--- src/rtl/vga_timing_gen_if.sv ---
// Video timing bundle driven by vga_timing_gen. Carries frame_cnt only when
// VGA_FRAME_CNT_EN is defined.
`timescale 1ns/1ps
interface vga_timing_gen_if #(
  parameter int CW = 11
`ifdef VGA_FRAME_CNT_EN
  , parameter int FRAME_CNT_W = 16
`endif
);
  logic          pix_tick;
  logic [CW-1:0] x;
  logic [CW-1:0] y;
  logic          active;
  logic          line_start;
  logic          frame_start;
  logic          hsync;
  logic          vsync;
  logic          blank_b;
  logic          sync_b;
`ifdef VGA_FRAME_CNT_EN
  logic [FRAME_CNT_W-1:0] frame_cnt;
`endif

  modport master (
    output pix_tick, x, y, active, line_start, frame_start,
           hsync, vsync, blank_b, sync_b
`ifdef VGA_FRAME_CNT_EN
    , output frame_cnt
`endif
  );

  modport slave (
    input pix_tick, x, y, active, line_start, frame_start,
          hsync, vsync, blank_b, sync_b
`ifdef VGA_FRAME_CNT_EN
    , input frame_cnt
`endif
  );
endinterface

--- src/rtl/vga_timing_gen.sv ---
// Parametrised VGA raster timing generator with clock-enable pixel divider and
// optional sync/blank delay line. VGA_FRAME_CNT_EN adds a frame counter.
`timescale 1ns/1ps
module vga_timing_gen #(
  parameter int CLK_DIV   = 2,
  parameter int H_ACTIVE  = 640,
  parameter int H_FP      = 16,
  parameter int H_SYNC    = 96,
  parameter int H_BP      = 48,
  parameter int V_ACTIVE  = 480,
  parameter int V_FP      = 10,
  parameter int V_SYNC    = 2,
  parameter int V_BP      = 33,
  parameter int HSYNC_POL = 0,
  parameter int VSYNC_POL = 0,
  parameter int PIPE_LAT  = 0,
  parameter int CW        = 11
`ifdef VGA_FRAME_CNT_EN
  , parameter int FRAME_CNT_W = 16
`endif
) (
  input  logic              clk,
  input  logic              reset_n,
  input  logic              en,
  vga_timing_gen_if.master  vid
);
  localparam int H_TOTAL = H_ACTIVE + H_FP + H_SYNC + H_BP;
  localparam int V_TOTAL = V_ACTIVE + V_FP + V_SYNC + V_BP;
  localparam int HS_BEG  = H_ACTIVE + H_FP;
  localparam int HS_END  = HS_BEG + H_SYNC;
  localparam int VS_BEG  = V_ACTIVE + V_FP;
  localparam int VS_END  = VS_BEG + V_SYNC;
  localparam int DW      = (CLK_DIV > 1) ? $clog2(CLK_DIV) : 1;

  localparam logic [DW-1:0] DIV_LAST = DW'(CLK_DIV - 1);
  localparam logic [CW-1:0] X_LAST   = CW'(H_TOTAL - 1);
  localparam logic [CW-1:0] Y_LAST   = CW'(V_TOTAL - 1);

  logic [DW-1:0] div_q, div_d;
  logic [CW-1:0] x_q, x_d;
  logic [CW-1:0] y_q, y_d;
  logic          run_q;
  logic          tick;
  logic          hs_raw, vs_raw, act_raw;
  logic          hs_dl, vs_dl, act_dl;

  // run_q keeps pix_tick low in the first cycle after reset release, so
  // CLK_DIV=1 does not tick while reset is held and blank_b stays 0 in reset.
  assign tick = en & run_q & (div_q == DIV_LAST);

  always_comb begin
    div_d = div_q;
    x_d   = x_q;
    y_d   = y_q;
    if (en) begin
      div_d = (div_q == DIV_LAST) ? '0 : div_q + 1'b1;
    end
    if (tick) begin
      if (x_q == X_LAST) begin
        x_d = '0;
        y_d = (y_q == Y_LAST) ? '0 : y_q + 1'b1;
      end else begin
        x_d = x_q + 1'b1;
      end
    end
  end

  always_ff @(posedge clk or negedge reset_n) begin
    if (!reset_n) begin
      div_q <= '0;
      x_q   <= '0;
      y_q   <= '0;
      run_q <= 1'b0;
    end else begin
      div_q <= div_d;
      x_q   <= x_d;
      y_q   <= y_d;
      run_q <= 1'b1;
    end
  end

  assign hs_raw  = (x_q >= CW'(HS_BEG)) && (x_q < CW'(HS_END));
  assign vs_raw  = (y_q >= CW'(VS_BEG)) && (y_q < CW'(VS_END));
  assign act_raw = (x_q < CW'(H_ACTIVE)) && (y_q < CW'(V_ACTIVE));

  generate
    if (PIPE_LAT == 0) begin : g_nodly
      assign hs_dl  = hs_raw;
      assign vs_dl  = vs_raw;
      assign act_dl = act_raw & run_q;
    end else begin : g_dly
      logic [2:0] dl_q [PIPE_LAT];

      always_ff @(posedge clk or negedge reset_n) begin
        if (!reset_n) begin
          for (int unsigned i = 0; i < PIPE_LAT; i++) dl_q[i] <= '0;
        end else if (tick) begin
          dl_q[0] <= {hs_raw, vs_raw, act_raw};
          for (int unsigned i = 1; i < PIPE_LAT; i++) dl_q[i] <= dl_q[i-1];
        end
      end

      assign {hs_dl, vs_dl, act_dl} = dl_q[PIPE_LAT-1];
    end
  endgenerate

  assign vid.pix_tick    = tick;
  assign vid.x           = x_q;
  assign vid.y           = y_q;
  assign vid.active      = act_raw;
  assign vid.line_start  = tick && (x_q == '0);
  assign vid.frame_start = tick && (x_q == '0) && (y_q == '0);
  assign vid.hsync       = (HSYNC_POL != 0) ? hs_dl : ~hs_dl;
  assign vid.vsync       = (VSYNC_POL != 0) ? vs_dl : ~vs_dl;
  assign vid.blank_b     = act_dl;
  assign vid.sync_b      = 1'b0;

`ifdef VGA_FRAME_CNT_EN
  logic [FRAME_CNT_W-1:0] fcnt_q;

  always_ff @(posedge clk or negedge reset_n) begin
    if (!reset_n) begin
      fcnt_q <= '0;
    end else if (tick && (x_q == '0) && (y_q == '0)) begin
      fcnt_q <= fcnt_q + 1'b1;
    end
  end

  assign vid.frame_cnt = fcnt_q;
`endif
endmodule

--- src/flat_wrapper.sv ---
// flat-port wrapper written by rule: the top's interface ports become plain ports
module vga_timing_gen_flat 
#(
  parameter int CLK_DIV   = 2,
  parameter int H_ACTIVE  = 640,
  parameter int H_FP      = 16,
  parameter int H_SYNC    = 96,
  parameter int H_BP      = 48,
  parameter int V_ACTIVE  = 480,
  parameter int V_FP      = 10,
  parameter int V_SYNC    = 2,
  parameter int V_BP      = 33,
  parameter int HSYNC_POL = 0,
  parameter int VSYNC_POL = 0,
  parameter int PIPE_LAT  = 0,
  parameter int CW        = 11

)
  (clk, reset_n, en, vid_pix_tick, vid_x, vid_y, vid_active, vid_line_start, vid_frame_start, vid_hsync, vid_vsync, vid_blank_b, vid_sync_b);
  vga_timing_gen_if #(.CW(CW)) vid_i ();
  input  logic clk;
  input  logic reset_n;
  input  logic en;
  output wire logic [$bits(vid_i.pix_tick)-1:0] vid_pix_tick;
  output wire logic [$bits(vid_i.x)-1:0] vid_x;
  output wire logic [$bits(vid_i.y)-1:0] vid_y;
  output wire logic [$bits(vid_i.active)-1:0] vid_active;
  output wire logic [$bits(vid_i.line_start)-1:0] vid_line_start;
  output wire logic [$bits(vid_i.frame_start)-1:0] vid_frame_start;
  output wire logic [$bits(vid_i.hsync)-1:0] vid_hsync;
  output wire logic [$bits(vid_i.vsync)-1:0] vid_vsync;
  output wire logic [$bits(vid_i.blank_b)-1:0] vid_blank_b;
  output wire logic [$bits(vid_i.sync_b)-1:0] vid_sync_b;
  assign vid_pix_tick = vid_i.pix_tick;
  assign vid_x = vid_i.x;
  assign vid_y = vid_i.y;
  assign vid_active = vid_i.active;
  assign vid_line_start = vid_i.line_start;
  assign vid_frame_start = vid_i.frame_start;
  assign vid_hsync = vid_i.hsync;
  assign vid_vsync = vid_i.vsync;
  assign vid_blank_b = vid_i.blank_b;
  assign vid_sync_b = vid_i.sync_b;
  vga_timing_gen #(.CLK_DIV(CLK_DIV), .H_ACTIVE(H_ACTIVE), .H_FP(H_FP), .H_SYNC(H_SYNC), .H_BP(H_BP), .V_ACTIVE(V_ACTIVE), .V_FP(V_FP), .V_SYNC(V_SYNC), .V_BP(V_BP), .HSYNC_POL(HSYNC_POL), .VSYNC_POL(VSYNC_POL), .PIPE_LAT(PIPE_LAT), .CW(CW)) u_core (.clk(clk), .reset_n(reset_n), .en(en), .vid(vid_i));
endmodule
--- config.mk ---
export PLATFORM = sky130hd
export DESIGN_NAME = vga_timing_gen_flat
export DESIGN_NICKNAME = d
export VERILOG_FILES = /design/src/rtl/vga_timing_gen_if.sv /design/src/rtl/vga_timing_gen.sv /design/src/flat_wrapper.sv
export SDC_FILE = /design/constraint.sdc
export NUM_CORES = 1
export LEC_CHECK = 0
export BUFFER_PORTS_ARGS = -buffer_cell sky130_fd_sc_hd__buf_4
export CAP_MARGIN = 20
export CELL_PAD_IN_SITES_DETAIL_PLACEMENT = 1
export CELL_PAD_IN_SITES_GLOBAL_PLACEMENT = 1
export CORE_AREA = 2 2 63 59
export CTS_CLUSTER_SIZE = 16
export DETAILED_ROUTE_END_ITERATION = 6
export DIE_AREA = 0 0 65 61
export HOLD_SLACK_MARGIN = 0.12
export PLACE_DENSITY_LB_ADDON = 0.1
export SLEW_MARGIN = 20
export SYNTH_ARGS = -nofsm -noshare
export SYNTH_HDL_FRONTEND = slang
export SYNTH_SLANG_ARGS = --single-unit
--- constraint.sdc ---
create_clock -name clk -period 4 [get_ports clk]
set_clock_uncertainty 0.05 [all_clocks]
set_input_delay 0.8 -clock clk [delete_from_list [all_inputs] [get_ports clk]]
set_output_delay 0.8 -clock clk [all_outputs]
set_load 0.02 [all_outputs]
==> flow_metrics.env, run 1 <==
export IMPL_status="finished clean"
export IMPL_setup_ws_ns=1.255
export IMPL_grt_pass1_vias=1234
export IMPL_yosys_area_top_type_share=0.4432
export IMPL_grt_max_degree=25
export IMPL_crit_start="u_core.vid.y[6]$_DFFE_PN0P_"
export IMPL_avgSynthCellArea_um2=9.218
export IMPL_clk_latency_ns=0.27
export IMPL_drt_first_pass_iters=4
export IMPL_antenna_found_initial=0
export IMPL_maxCapViolCount=0
export IMPL_fp_coreArea_um2=3278
export IMPL_max_stage_delay_ns=0.45
export IMPL_cts_num_sinks=24
export IMPL_wire_per_inst_um=15.57
export IMPL_via_count=1203
export IMPL_cts_tree="built"
export IMPL_hp_class="in2async"
export IMPL_pin_count=33
export IMPL_dieHeight_um=61
export IMPL_startpoint_type="register"
export IMPL_reg2regPathDepth=4
export IMPL_maxSlewViolCount=0
export IMPL_crit_path_max_fanout=6
export IMPL_rows=20
export IMPL_yosys_warnings=0
export IMPL_synthToLayoutAreaGrowth_pct=22.81
export IMPL_final_layout_size_suffix_gt1_frac=0.2260
export IMPL_dieArea_um2=3965
export IMPL_setup_worst_path_end_class="output port"
export IMPL_fillers=398
export IMPL_cts_root_buf="clkbuf_8"
export IMPL_finalCoreUtilization=0.5076
export IMPL_clockBufferDepth=2
export IMPL_vias_per_cell=5.443
export IMPL_start_util=0.4134
export IMPL_yosys_area_top_type="dfrtp_1"
export IMPL_cp_top_family="simple AND/OR/NAND/NOR gates"
export IMPL_grt_setup_unrepaired="no"
export IMPL_peakVddDrop_v=0.0002341
export IMPL_numCtsBuffers=3
export IMPL_port_buffers=31
export IMPL_grt_use_total=0.1929
export IMPL_regArea_um2=600.6
export IMPL_worstSetupEndpoint="vid_vsync"
export IMPL_hold_violations=0
export IMPL_drt_initial_drc_count=37
export IMPL_r2r_end="u_core.vid.y[4]$_DFFE_PN0P_"
export IMPL_detail_route_antenna_nets=0
export IMPL_crit_top_cell="or4_1"
export IMPL_drcViolationCount=0
export IMPL_fmax_mhz=364.2
export IMPL_period_share=0.6864
export IMPL_rr_startpoint="u_core.vid.x[7]$_DFFE_PN0P_"
export IMPL_cts_setup_buffers=0
export IMPL_synth_fp_nets=154
export IMPL_ys_types=33
export IMPL_synth_seq_cells=24
export IMPL_cp_slowest_cell="dfrtp_1"
export IMPL_cp_data_arrival_time_ns=1.90
export IMPL_mostFrequentLayoutCells="buf_4 (31), dfrtp_1 (24), nand3_1 (17)"
export IMPL_dp_hpwl_um=2621
export IMPL_power_density_nw_per_um2=372.8
export IMPL_drt_total_wl_um=3442
export IMPL_p_leak_uw=0.0007874
export IMPL_cts_resized_gates=0
export IMPL_diodes=0
export IMPL_postLayoutCellArea_um2=1664
export IMPL_pre_cts_ws_ns=1.556
export IMPL_min_period_ns=2.745
export IMPL_layout_nets=186
export IMPL_setup_worst_path_class="reg2out"
export IMPL_synth_edf_count=0
export IMPL_synthesis_area_um2=1355
export IMPL_critPathBufInv=1
export IMPL_synth_flop_cell="dfrtp_1"
export IMPL_synthArstFlopShare=1.000
export IMPL_synth_area_leaders="dfrtp_1 (44%), xnor2_1 (7.1%), nand3_1 (6.3%)"
export IMPL_ys_seq_area_frac=0.4432
export IMPL_r2r_slack_ns=2.17
export IMPL_placed_cell_area_um2=1623
export IMPL_die_w_um=65
export IMPL_layout_commonest_cell="buf_4"
export IMPL_crit_cells=4
export IMPL_grt_pass1_wl_um=5713
export IMPL_multi_input_comb_area_um2=693.2
export IMPL_cts_htree_levels=1
export IMPL_required_ns=3.15
export IMPL_fin_tns_setup_ns=0
export IMPL_path_cells="nand4_1 > or4_1 > or4_1 > buf_4"
export IMPL_synthCells=147
export IMPL_routabilityCongestion=0.8003
export IMPL_hold_buffers=0
export IMPL_setup_viol=0
export IMPL_globalRouteOverflowTotal=0
export IMPL_clk_pin_slew_ns=0.09
-- registers in the layout, indices dropped and copies added (netlist names) --
| signal | flops |
|---|---|
| u_core.vid.x | 11 |
| u_core.run_q | 1 |
| u_core.div_q | 1 |
| u_core.vid.y | 11 |
-- cell usage after synthesis, types with 2 or more instances --
| library cell | instances |
|---|---|
| nand3_1 | 17 |
| conb_1 | 2 |
| nor4_1 | 5 |
| xnor2_1 | 11 |
| ha_1 | 4 |
| nor2_1 | 11 |
| and3_1 | 6 |
| or3_1 | 2 |
| xor2_1 | 3 |
| nand4_1 | 7 |
| dfrtp_1 | 24 |
| o21ai_0 | 7 |
| inv_1 | 10 |
| clkbuf_1 | 2 |
| or4_1 | 3 |
| nand2_1 | 10 |
| nor3_1 | 3 |
| a21oi_1 | 5 |
-- per-stage QoR --
stage	power (µW)	hold slack (ns)	instances
global route	660.9	0.3787	221
CTS	628.5	0.3771	221
detailed placement	480.8	0.4805	218
floorplan	406.7	0.4460	147
finish	620.3	0.3677	221
global placement	473.6	0.4611	218
-- power breakdown --
group | total, µW | leakage [µW] | switching, µW | internal, µW
registers | 317 | 0.000294 | 47.0 | 270
clock network | 148 | 0.0000216 | 80.2 | 67.6
logic | 156 | 0.000472 | 90.4 | 65.2
total | 620 | 0.000787 | 218 | 403
-- layout make-up --
class	instances	share of cell area
Multi-Input combinational cell	108	0.4165
Sequential cell	24	0.3609
Timing Repair Buffer	31	0.1398
Tap cell	44	0.03308
Clock buffer	3	0.02481
Inverter	11	0.02481
-- worst min-delay path by stage --
| stage | startpoint | to | cells past startpoint |
|---|---|---|---|
| after floorplan | reset_n | u_core.div_q$_DFFE_PN0P_ | 0 |
| after global placement | u_core.div_q$_DFFE_PN0P_ | u_core.div_q$_DFFE_PN0P_ | 1 |
| after detailed placement | u_core.div_q$_DFFE_PN0P_ | u_core.div_q$_DFFE_PN0P_ | 1 |
| after CTS | reset_n | u_core.vid.y[6]$_DFFE_PN0P_ | 1 |
| after global routing | reset_n | u_core.vid.y[7]$_DFFE_PN0P_ | 1 |
| final | reset_n | u_core.vid.y[6]$_DFFE_PN0P_ | 1 |
-- cell families (layout without fill, tap and decap cells) --
family	count (synthesis)	in the layout	synth area share
xor gates and xnor gates	14	14	0.09049
DFF	24	24	0.4432
AOI/OAI and AO/OA	14	14	0.05632
buffers and inverters	15	45	0.04525
other	2	2	0.005542
and+or+nand+nor	74	74	0.3223
adders and majority gates	4	4	0.03694
-- layer usage --
| layer | wire (µm) | GRT usage | part of all wire | up-vias |
|---|---|---|---|---|
| met5 | 0 | 0 | 0 | - |
| met4 | 40 | 0.07295 | 0.012 | 0 |
| met3 | 146 | 0.04082 | 0.042 | 5 |
| met2 | 1673 | 0.3402 | 0.49 | 25 |
| met1 | 1582 | 0.2353 | 0.46 | 593 |
| li1 | - | - | - | 580 |
(Power assumes the default switching activity.)
==> inputs of run 2 (changes only) <==
ABC_AREA = 1   (was not set)
CORE_AREA = 2 2 73 68   (was 2 2 63 59)
DIE_AREA = 0 0 75 70   (was 0 0 65 61)
clock period = 2.2 ns   (was 4 ns; I/O delays follow)
==> run 2 against run 1 <==
  * Worst setup slack got worse by 1.1 ns
  * Clock power increased by 110%
  * Global-route usage shrank 3.0 points
  * First-iteration DRC count grew 43%
  * Count of clock-buffer cells in the layout grew 1
  * Critical endpoint is now vid_blank_b
  * Register-to-register slack lost 1.5 ns
==> flow_metrics.env, run 2 <==
export IMPL_p_leak_uw=0.0009296
export IMPL_dr_wl_met2_um=1940
export IMPL_peakVddDrop_v=0.0003922
export IMPL_clk_pin_slew_ns=0.09
export IMPL_regArea_um2=600.6
export IMPL_grt_use_total=0.1624
export IMPL_synth_area_leaders="dfrtp_1 (39%), nand2_1 (15%), inv_1 (6.8%)"
export IMPL_globalRouteOverflowTotal=0
export IMPL_hold_slack_ns=0.3115
export IMPL_r2r_slack_ns=0.70
export IMPL_routed_top_layer="met4"
export IMPL_numCtsBuffers=3
export IMPL_drt_first_pass_iters=4
export IMPL_antenna_found_initial=0
export IMPL_synth_common_cells="nand2_1 (61), inv_1 (28), nor2_1 (27)"
export IMPL_dieHeight_um=70
export IMPL_cts_htree_levels=1
export IMPL_synthArstFlopShare=1.000
export IMPL_synth_most_common_cell="nand2_1"
export IMPL_fp_coreArea_um2=4594
export IMPL_drt_total_wl_um=3975
export IMPL_synthCells=214
export IMPL_pin_count=33
export IMPL_clk_latency_ns=0.27
export IMPL_hp_class="in2reg"
export IMPL_cts_root_buf="clkbuf_8"
export IMPL_maxCapViolCount=0
export IMPL_grt_max_degree=25
export IMPL_mostFrequentLayoutCells="nand2_1 (61), buf_4 (31), inv_1 (28)"
export IMPL_grt_setup_unrepaired="no"
export IMPL_dr_wl_met3_um=113
export IMPL_path_cells="nor2_2 > nand2_1 > nor3_1 > and2_1 > buf_4"
export IMPL_diodes=0
export IMPL_status="finished clean"
export IMPL_dp_hpwl_um=3032
export IMPL_clockBufferDepth=2
export IMPL_fin_tns_setup_ns=0
export IMPL_vias_per_cell=4.591
export IMPL_synth_seq_cells=24
export IMPL_wl_met1_um=1875
export IMPL_synth_fp_nets=221
export IMPL_ys_types=26
export IMPL_max_stage_delay_ns=0.46
export IMPL_yosys_area_top_type="dfrtp_1"
export IMPL_grt_pass1_wl_um=6651
export IMPL_setup_viol=0
export IMPL_setup_ws_ns=0.1568
export IMPL_hold_violations=0
export IMPL_rows=24
export IMPL_critPathBufInv=1
export IMPL_port_buffers=31
export IMPL_hp_start="en"
export IMPL_reg2regPathDepth=6
export IMPL_required_ns=1.71
export IMPL_synth_edf_count=0
export IMPL_multi_input_comb_area_um2=802.0
export IMPL_drt_initial_drc_count=53
export IMPL_synth_flop_cell="dfrtp_1"
export IMPL_start_util=0.3352
export IMPL_cts_tree="built"
export IMPL_setup_worst_path_end_class="output port"
export IMPL_routabilityCongestion=0.8024
export IMPL_finalCoreUtilization=0.4142
export IMPL_wire_per_inst_um=12.70
export IMPL_power_density_nw_per_um2=629.1
export IMPL_avgSynthCellArea_um2=7.197
export IMPL_startpoint_type="register"
export IMPL_die_w_um=75
export IMPL_pre_cts_ws_ns=0.3727
export IMPL_cts_num_sinks=24
export IMPL_cts_setup_buffers=0
export IMPL_drcViolationCount=0
export IMPL_power_total_uw=1197
export IMPL_crit_path_max_fanout=6
export IMPL_synthToLayoutAreaGrowth_pct=23.56
export IMPL_ys_seq_area_frac=0.3899
export IMPL_grt_pass1_vias=1392
export IMPL_final_layout_size_suffix_gt1_frac=0.2137
export IMPL_rr_startpoint="u_core.vid.x[1]$_DFFE_PN0P_"
export IMPL_min_period_ns=2.043
export IMPL_fillers=616
export IMPL_fmax_mhz=489.4
export IMPL_layout_commonest_cell="nand2_1"
export IMPL_via_count=1437
export IMPL_r2r_end="u_core.vid.y[0]$_DFFE_PN0P_"
export IMPL_yosys_warnings=0
export IMPL_layout_nets=256
export IMPL_cp_slowest_cell="dfrtp_1"
export IMPL_maxSlewViolCount=0
export IMPL_hold_path_endpoint="u_core.div_q$_DFFE_PN0P_"
export IMPL_detail_route_antenna_nets=0
export IMPL_cp_top_family="simple AND/OR/NAND/NOR gates"
export IMPL_period_share=0.9287
export IMPL_setup_worst_path_class="reg2out"
export IMPL_cp_data_arrival_time_ns=1.55
export IMPL_synthesis_area_um2=1540
export IMPL_yosys_area_top_type_share=0.3899
export IMPL_hold_depth=2
export IMPL_dieArea_um2=5250
## run 2: changes by cell type after synthesis, sizes merged, moves of 2 or more
cell / before / now
nand2: 10 / 64
nor2: 11 / 35
inv: 10 / 31
xnor2: 11 / 2
and3: 7 / 0
o21ai: 7 / 13
nor4: 6 / 1
a21oi: 5 / 2
nand4: 8 / 5
nor3: 3 / 6
or4: 3 / 0
clkbuf: 2 / 0
or3: 2 / 0
xor2: 3 / 5
## run 2: logic make-up after synthesis
| logic type | share of synthesized area |
|---|---|
| compound gates | 0.04874 |
| xor+xnor | 0.03981 |
| fa+ha+maj | 0.03250 |
| buf+inv | 0.09099 |
| flops | 0.3899 |
| other cells | 0.004876 |
| simple gates | 0.3932 |
## run 2: worst max-delay path by stage
stage	from	depth (start not counted)	slack, ns	endpoint
4_1_cts	u_core.vid.y[9]$_DFFE_PN0P_	5	0.07	vid_blank_b
6_report	u_core.vid.y[9]$_DFFE_PN0P_	5	0.16	vid_blank_b
3_3_place_gp	u_core.vid.y[9]$_DFFE_PN0P_	5	0.40	vid_blank_b
5_1_grt	u_core.vid.y[9]$_DFFE_PN0P_	5	0.03	vid_blank_b
3_5_place_dp	u_core.vid.y[9]$_DFFE_PN0P_	5	0.37	vid_blank_b
2_1_floorplan	u_core.vid.y[9]$_DFFE_PN0P_	4	0.13	vid_blank_b
## run 2: routing by layer
layer  global-route usage  vias to the layer above
li1                     -                      731
met1               0.2154                      681
met3              0.02453                        5
met2               0.2719                       20
met4              0.04167                        0
met5                    0                        -
## run 2: area by class of cell
type / instances / share of cell area
clock buffer: 4 / 0.02893
inverter: 31 / 0.06377
multi-input combinational: 157 / 0.4214
sequential: 24 / 0.3156
tap: 65 / 0.04273
timing repair buffer: 32 / 0.1275
## run 2: what timing repair did
item,in CTS,in global routing
hold buffers,1,0
setup endpoints to repair,0,1
endpoints found under the hold margin,24,0
resized for setup,0,1
## run 2: power by group
part | switching, µW | internal [µW] | total, µW
logic | 188 | 115 | 303
clock network | 151 | 160 | 312
registers | 86.0 | 496 | 582
## run 2: stage by stage
stage,cells,area (µm²)
detailed placement,308,1836
CTS,313,1901
floorplan,214,1540
global route,313,1903
global placement,308,1836
finish,313,1903
